[config.mk]
export PLATFORM = sky130hd
export DESIGN_NAME = crc_mc_engine
export DESIGN_NICKNAME = d
export VERILOG_FILES = /design/src/rtl/crc_mc_engine.sv
export SDC_FILE = /design/constraint.sdc
export NUM_CORES = 1
export LEC_CHECK = 0
export CORE_MARGIN = 2
export CORE_UTILIZATION = 40
export CTS_CLUSTER_SIZE = 8
export DETAILED_ROUTE_END_ITERATION = 8
export PLACE_DENSITY = 0.65
export RECOVER_POWER = 50
export SLEW_MARGIN = 40
export SYNTH_ARGS = -nofsm -noshare
export SYNTH_HDL_FRONTEND = slang
export SYNTH_SLANG_ARGS = --single-unit
[constraint.sdc]
create_clock -name clk -period 8.4 [get_ports clk]
set_input_delay 1.68 -clock clk [delete_from_list [all_inputs] [get_ports clk]]
set_output_delay 1.68 -clock clk [all_outputs]
set_load 0.03 [all_outputs]
[src/rtl/crc_mc_engine.sv]
// crc_mc_engine
// Multi-channel CRC engine. Each channel keeps its own polynomial, control word
// and committed checksum. One shared shift engine processes a 32-bit data word
// BITS_PER_CYCLE bits per clock. Registers are reached over the Sel/RW bus.
module crc_mc_engine #(
    parameter int          NUM_CH         = 4,
    parameter int          BITS_PER_CYCLE = 8,
    parameter logic [31:0] BASE_ADDR      = 32'h4003_2000
) (
    input  logic        clk,
    input  logic        rst,
    input  logic        Sel,
    input  logic        RW,
    input  logic [31:0] addr,
    input  logic [31:0] data_wr,
    output logic [31:0] data_rd,
    output logic        rd_valid,
    output logic        busy,
    output logic        done
);

    localparam int          CH_W      = (NUM_CH > 1) ? $clog2(NUM_CH) : 1;
    localparam int          N_CYC     = 32 / BITS_PER_CYCLE;
    localparam logic [5:0]  LAST_CNT  = 6'(N_CYC - 1);
    localparam logic [31:0] WIN_BYTES = 32'(16 * NUM_CH);

    typedef enum logic {
        IDLE,
        SHIFT
    } state_t;

    // Reorders a word according to a two-bit transpose code.
    // 00 passes the word through, 01 reverses the bits inside each byte,
    // 10 reverses the whole word, and 11 swaps the bytes.
    function automatic logic [31:0] transpose(input logic [31:0] x, input logic [1:0] code);
        logic [31:0] y;
        y = x;
        case (code)
            2'b01: for (int i = 0; i < 32; i++) y[i] = x[(i / 8) * 8 + 7 - (i % 8)];
            2'b10: for (int i = 0; i < 32; i++) y[i] = x[31 - i];
            2'b11: y = {x[7:0], x[15:8], x[23:16], x[31:24]};
            default: y = x;
        endcase
        return y;
    endfunction

    // Per-channel context.
    logic [31:0]       checksum [NUM_CH];
    logic [31:0]       gpoly    [NUM_CH];
    logic [31:0]       ctrl     [NUM_CH];
    logic [NUM_CH-1:0] err;

    // Shared engine state.
    state_t            state_q, state_d;
    logic [CH_W-1:0]   active_ch;
    logic [5:0]        cnt;
    logic [31:0]       crc_q, crc_n;
    logic [31:0]       sreg_q, sreg_n;

    // Bus decode.
    logic [31:0]       offset;
    logic              in_range;
    logic [CH_W-1:0]   ch;
    logic [1:0]        reg_sel;
    logic [31:0]       sel_ctrl;
    logic [31:0]       wr_t;
    logic              wr_hit, rd_req;
    logic              wr_data_hit, start, data_err, cfg_err;
    logic [31:0]       rd_next;

    // The active channel's polynomial and width drive the shift datapath.
    logic [31:0]       act_ctrl;
    logic              wide;
    logic [31:0]       poly;

    assign offset      = addr - BASE_ADDR;
    assign in_range    = (addr >= BASE_ADDR) && (offset < WIN_BYTES);
    assign ch          = offset[CH_W+3:4];
    assign reg_sel     = offset[3:2];
    assign sel_ctrl    = ctrl[ch];
    assign wr_t        = transpose(data_wr, sel_ctrl[31:30]);
    assign wr_hit      = Sel && RW && in_range;
    assign rd_req      = Sel && !RW;
    assign wr_data_hit = wr_hit && (reg_sel == 2'd0) && !sel_ctrl[25];
    assign busy        = (state_q == SHIFT);
    assign done        = busy && (cnt == LAST_CNT);
    assign start       = wr_data_hit && (state_q == IDLE);
    assign data_err    = wr_data_hit && busy;
    assign cfg_err     = wr_hit && busy && (ch == active_ch)
                         && ((reg_sel == 2'd1) || (reg_sel == 2'd2));

    assign act_ctrl    = ctrl[active_ch];
    assign wide        = act_ctrl[24];
    assign poly        = wide ? gpoly[active_ch] : {16'h0000, gpoly[active_ch][15:0]};

    // Next-state logic: start on an accepted data word, return after the last shift cycle.
    always_comb begin
        state_d = state_q;
        case (state_q)
            IDLE:    if (start) state_d = SHIFT;
            SHIFT:   if (cnt == LAST_CNT) state_d = IDLE;
            default: state_d = IDLE;
        endcase
    end

    // Advance the CRC by BITS_PER_CYCLE message bits, MSB of the shift register first.
    always_comb begin
        logic fb;
        fb     = 1'b0;
        crc_n  = crc_q;
        sreg_n = sreg_q;
        for (int i = 0; i < BITS_PER_CYCLE; i++) begin
            fb     = (wide ? crc_n[31] : crc_n[15]) ^ sreg_n[31];
            crc_n  = (crc_n << 1) ^ (fb ? poly : 32'h0000_0000);
            if (!wide) crc_n[31:16] = 16'h0000;
            sreg_n = sreg_n << 1;
        end
    end

    // Read mux: DATA applies the final XOR and then the read-side transpose.
    always_comb begin
        logic [31:0] xmask;
        xmask   = 32'h0000_0000;
        rd_next = 32'h0000_0000;
        if (in_range) begin
            case (reg_sel)
                2'd0: begin
                    if (sel_ctrl[26]) xmask = sel_ctrl[24] ? 32'hFFFF_FFFF : 32'h0000_FFFF;
                    rd_next = transpose(checksum[ch] ^ xmask, sel_ctrl[29:28]);
                end
                2'd1: rd_next = gpoly[ch];
                2'd2: rd_next = sel_ctrl;
                default: rd_next = {24'h0, 4'(active_ch), 2'b00, err[ch],
                                    busy && (active_ch == ch)};
            endcase
        end
    end

    // FSM state register and shift datapath registers.
    always_ff @(posedge clk) begin
        if (rst) begin
            state_q   <= IDLE;
            active_ch <= '0;
            cnt       <= 6'd0;
            crc_q     <= 32'h0000_0000;
            sreg_q    <= 32'h0000_0000;
        end else begin
            state_q <= state_d;
            if (start) begin
                active_ch <= ch;
                cnt       <= 6'd0;
                crc_q     <= checksum[ch];
                sreg_q    <= wr_t;
            end else if (busy) begin
                cnt    <= cnt + 6'd1;
                crc_q  <= crc_n;
                sreg_q <= sreg_n;
            end
        end
    end

    // Channel context: configuration writes, direct checksum loads, commits and error flags.
    always_ff @(posedge clk) begin
        if (rst) begin
            for (int c = 0; c < NUM_CH; c++) begin
                checksum[c] <= 32'hFFFF_FFFF;
                gpoly[c]    <= 32'h0000_1021;
                ctrl[c]     <= 32'h0000_0000;
            end
            err <= '0;
        end else begin
            if (done) checksum[active_ch] <= crc_n;
            if (wr_hit) begin
                case (reg_sel)
                    2'd0: if (sel_ctrl[25])
                              checksum[ch] <= sel_ctrl[24] ? wr_t : {16'h0000, wr_t[15:0]};
                    2'd1: if (!cfg_err) gpoly[ch] <= data_wr;
                    2'd2: if (!cfg_err) ctrl[ch] <= data_wr;
                    default: if (data_wr[1]) err[ch] <= 1'b0;
                endcase
            end
            if (data_err || cfg_err) err[ch] <= 1'b1;
        end
    end

    // Registered read port: data holds until the next read.
    always_ff @(posedge clk) begin
        if (rst) begin
            data_rd  <= 32'h0000_0000;
            rd_valid <= 1'b0;
        end else begin
            rd_valid <= rd_req;
            if (rd_req) data_rd <= rd_next;
        end
    end

endmodule
==> out/metrics.cfg <==
[outcome]
status=complete, but fails checks
violations=capacitance limit, slew limit

[drt]
firstDrtPassIters=9
totalWireLength_mm=101
dr_total_vias=24300
wl_per_cell_um=25.8
initialDrtViolationCount=3580
routed_via_density=6.16
drc=0
ant_nets=0

[layout]
antenna_cells=0
ff_latch_area_mm2=0.0138
final_nets=2981
num-fill-cells=7006
fin_area_mm2=0.0344
multi_input_area_mm2=0.0156
drive_gt1_share_pct=11.1
area_growth_pct=13.2

[synthesis]
netlist_top_cells_area=edfxtp_1 38%, mux4_2 9.4%, dfxtp_1 7.4%, xnor2_1 6.2%, mux2i_1 5.7%
synth_cells=2902
async_flop_share_pct=0
synth_area_leader_cell=edfxtp_1
netlist_area_mm2=0.0304
synth_seq_area_share_pct=45.3
synth_edf_count=384
synth.net_count=2977
synthTopCellsByCount=418 x nor2_1, 384 x edfxtp_1, 280 x nand2_1
avgSynthCellArea_um2=10.5
synth_flop_cell=edfxtp_1
synthMostInstantiatedCell=nor2_1
yosys_warnings=0
ys_seq_elements=496
netlist-cell-type-count=85
netlist.area_leader.share_pct=37.9

[floorplan]
coreArea_mm2=0.0756
die_area_mm2=0.0783
die_x_um=280
start_util_pct=40.3
die_y_um=280
io_pins=103
rows=101

[flow_run]
cap_violations=6

[clock_tree]
ctsLongestPathBuffers=3
cts_buffers=71
numClockSinks=496
insertion_delay_ps=620
cts_tree=built
cts_hold_buf=0
cts_max_level=3
cts_setup_buffers=0
clock-root-buffer=clkbuf_16
cts_resized=0
path_clk_slew_ps=50

[sta]
setup-violations-final=0
fin_crit_ps=7710
period_share_pct=91.8
slew_headroom_pct=-99.6
rsz0062_at_grt=no
fin_tns_setup_ps=0
clock.fmax_mhz=130
hold_viol=0
slew_violations=200
worst_hold_slack_ps=476
tightest_slew_ps=2990
finClkSkew_ps=31.1

[min_path]
whs_path_depth=2
min_path_type=reg -> reg

[critical_path]
cp.arrival_ps=7930
cp-endpoint=checksum[0][24]
endpoint_kind=flop
critical_path_class=in -> reg
reg2regPathDepth=19
reg2reg_to=crc_q[2]
startpoint=addr[4]
startpoint_type=input port
crit_required_ps=8620
r2r_slack_ps=900
path_max_fanout=30

[pwr]
ir_worst_vdd_uv=224
leakage_nw=12.3
power_density_mw_per_mm2=191
total_power_mw=6.57

[grt]
grt_start_max_net_pins=80
grt_pass1_wl_mm=151
antenna_found_initial=2
overflow=0
grt_usage_pct=25.7
grt_pass1_vias=23200

[placement]
place_hpwl_mm=67.7
place_congestion=0.915
dpl-instance-area_mm2=0.0324
port_buffers=100

-- flip-flops by register name, indices dropped and copies added (netlist names), named ones only --
name and cells:
ctrl 128, rd_valid 1, data_rd 32, checksum 128, active_ch 2, sreg_q 32, cnt 6, crc_q 32
gpoly 128, err 4, busy 1
-- worst max-delay path, cell delays in order --
cell and delay [ps]:
clkbuf_1 2080, buf_4 590, mux4_2 400, nand4b_1 300, nor2_1 190, clkbuf_1 1000, a311o_1 560, clkbuf_1 1080
-- cells in the final DEF (no fill, tap or decap), types with 21 or more instances in the layout --
master | synthesis | layout
nor2_1 | 418 | 415
edfxtp_1 | 384 | 384
nand2_1 | 280 | 279
xnor2_1 | 214 | 214
mux2i_1 | 174 | 171
mux4_2 | 127 | 126
dfxtp_1 | 112 | 110
and3_1 | 108 | 108
a21oi_1 | 94 | 94
a31oi_1 | 83 | 82
nand3_1 | 74 | 73
clkbuf_16 | 0 | 72
clkdlybuf4s50_1 | 0 | 62
clkbuf_1 | 186 | 61
inv_1 | 60 | 60
buf_4 | 3 | 57
a22oi_1 | 53 | 53
xor2_1 | 52 | 52
o21ai_0 | 36 | 36
dlygate4sd3_1 | 0 | 35
a222oi_1 | 32 | 32
a211oi_1 | 27 | 27
a21o_1 | 25 | 25
and2_1 | 28 | 24
nor3_1 | 24 | 23
nand4_1 | 21 | 21
-- through the flow --
step,setup slack (ps),util (%),cells
floorplan,2480,-,2902
global placement,860,42.7,3809
detailed placement,937,42.8,3811
CTS,910,45.7,3941
global route,265,45.5,3941
finish,691,45.5,3941
-- power by group --
group / internal [mW] / leakage [nW] / switching [mW]
Sequential: 2.71 / 4.32 / 0.0256
Combinational: 0.370 / 6.98 / 0.714
Clock: 1.62 / 1.00 / 1.12
-- metal layers --
layer / share of wire (%) / track usage (%) / wire [µm] / up-vias
li1: - / - / - / 10800
met1: 39 / 34.5 / 40100 / 11900
met2: 46 / 40.4 / 46600 / 1364
met3: 9.1 / 3.79 / 9280 / 268
met4: 5.5 / 13.6 / 5550 / 0
met5: 0 / 0 / 0 / -
-- worst min-delay path by stage --
stage | startpoint | end | slack (ps)
final | data_rd[2] | data_rd[2] | 480
after global routing | data_rd[27] | data_rd[27] | 500
after CTS | err[0] | err[0] | 480
after detailed placement | data_rd[2] | data_rd[2] | 470
after global placement | err[0] | err[0] | 460
after floorplan | err[2] | err[2] | 450
-- layout make-up --
type                    instances  area share (%)
well taps                     978            3.56
inverters                      62           0.676
multi-input cells            2105            45.2
clock inverters                 6           0.403
repair buffers                170            4.33
flip-flops and latches        496            40.0
clock buffers                 124            5.80
-- kinds of logic (layout without fill, tap and decap cells) --
logic type,Yosys count,after routing,synth area share [%]
and+or+nand+nor,1045,1045,15.7
DFF,496,496,45.3
AOI/OAI and AO/OA,457,457,10.6
muxes,318,318,15.8
buffers and inverters,301,362,3.85
xor gates and xnor gates,277,277,8.48
adders and majority gates,8,8,0.321
No activity file was read; power rests on OpenSTA's default activity.
==> variant: new RTL, config.mk and constraints unchanged <==
`BITS_PER_CYCLE`: 8 -> 12.
--- a/src/rtl/crc_mc_engine.sv
+++ b/src/rtl/crc_mc_engine.sv
@@ -6,3 +6,3 @@
     parameter int          NUM_CH         = 4,
-    parameter int          BITS_PER_CYCLE = 8,
+    parameter int          BITS_PER_CYCLE = 12,
     parameter logic [31:0] BASE_ADDR      = 32'h4003_2000
Check against the original RTL: not equivalent (a bounded check fails within 4 cycles, from zero or initial values and one cycle with rst high).
==> variant against the unedited design <==
The run still ends with max-capacitance violations, max-slew violations left. Setup slack got worse by 0.58 ns. Routed wire length increased by 8.6%. Sequential cell count unchanged. Total power increased by 17%. Count of clock-buffer cells in the layout decreased by 4. Critical path depth increased by 30. Via count increased by 6.9%. Non-clock buffer count increased by 168. Die area increased by 5.8%. Hold slack got worse by 0.0091 ns. Synthesized area increased by 5.8%. Design area increased by 12%. Critical endpoint is now checksum[1][21].
==> variant: results <==
[power]
cellLeakagePower_nw = 13.6
irDropWorstVdd_mv = 0.159

[setup_path]
critical_path.slowest_cell = sky130_fd_sc_hd__mux4_2
setup.worst_path.end = checksum[1][21]
worstSetupPathType = flip-flop to flip-flop
cp_data_arrival_time_ns = 8.73
crit_path_max_fanout = 9
critical_path.max_stage_delay_ns = 0.64

[flow_run]
max-cap-violations = 9

[routing]
dr_wl_met3_um = 10300
wl_met2_um = 51100
route.detailed.wl_per_inst_um = 25.1
detail_route.iter0.violations = 3280
avgViaCountPerCell = 5.90
first_pass_iters = 8
wl_met1_um = 42900

[yosys]
seq_area_frac_synth_pct = 42.8
avgSynthCellArea_um2 = 10.3
yosys.cell_types.count = 87
most_common_cell_in_the_netlist = sky130_fd_sc_hd__nand2_1
yosys-top-cells-count = sky130_fd_sc_hd__nand2_1, sky130_fd_sc_hd__edfxtp_1, sky130_fd_sc_hd__xnor2_1

[timing]
max_slew_margin_pct = -149
skew_ns = 0.0346
fin_hold_ws_ns = 0.467
drv_slew = 363

[grt]
number_of_global_route_vias_before_repair = 24700
met1_use_gr_pct = 34.5
initial_antenna_violation_count = 3
globalRouteMet2Util_pct = 41.0
global_route.usage.total_pct = 25.9
groute.layer.met3.usage_pct = 4.04
maximum_number_of_pins_on_one_net_before_global_route_repair = 89

[finish]
multi_input_logic_portion_of_the_cell_area_pct = 46.6
fillCellCount = 7381
clk_share_pct = 5.70
multi_input_cells = 2315
area.share.sequential_pct = 35.8
final_layout_size_suffix_gt1_share_pct = 19.3
num-nonclk-buffers = 338
clock_buffers = 120

[place]
gp_congestion = 0.894
hpwlAfterDp_um = 74000
dp.cells = 4222

[outcome]
failed_checks = max-capacitance violations, max-slew violations
status = finished, violations left

[cts]
clock_latency_on_the_worst_skew_pair_ns = 0.64
[variant: cell count changes after synthesis, sizes merged, moves of 25 or more]
cell / delta
clkbuf: +25
nand3: -32
a21oi: +32
a22oi: +53
nand2: +167
mux2i: -52
a211oi: +45
and2: +35
a31oi: -50
nor2: -96
xnor2: +121
[variant: worst max-delay path, delay by kind of cell, from the launching register on]
kind / cells / cell delay, ns
simple gates: 10 / 1.69
compound gates: 9 / 1.85
mux: 4 / 1.50
buf+inv: 12 / 1.88
flops: 1 / 0.40
xor+xnor: 3 / 0.76
[variant: what timing repair did]
action | 4_1_cts | 5_1_grt
setup buffers | 4 | 34
gates cloned | 0 | 6
gates resized for setup | 8 | 155
pin swaps | 4 | 60
endpoints found under the setup margin | 95 | 135
[variant: logic make-up (layout without fill, tap and decap cells)]
logic type	Yosys count	count (layout)	share of synthesized area, %
compound gates	481	481	10.5
flops	496	496	42.8
buf+inv	322	523	3.96
mux	276	276	13.7
xor+xnor	422	422	12.5
fa+ha+maj	8	8	0.311
simple gates	1128	1128	16.2
other cells	0	1	0
[variant: through the flow]
| stage | worst slack (ns) | setup TNS (ns) | instance area (um^2) |
|---|---|---|---|
| 2_1_floorplan | 0.705 | 0 | 32200 |
| 3_3_place_gp | -0.0191 | -0.0451 | 35100 |
| 3_5_place_dp | -0.0718 | -0.933 | 35100 |
| 4_1_cts | 0.00927 | 0 | 37400 |
| 5_1_grt | -0.112 | -7.34 | 38500 |
| 6_report | 0.112 | 0 | 38500 |
[variant: where the power goes]
| group | internal, mW | switching (mW) | total [mW] |
|---|---|---|---|
| Clock | 1.66 | 1.15 | 2.81 |
| Combinational | 0.897 | 1.21 | 2.11 |
| Sequential | 2.71 | 0.0254 | 2.74 |
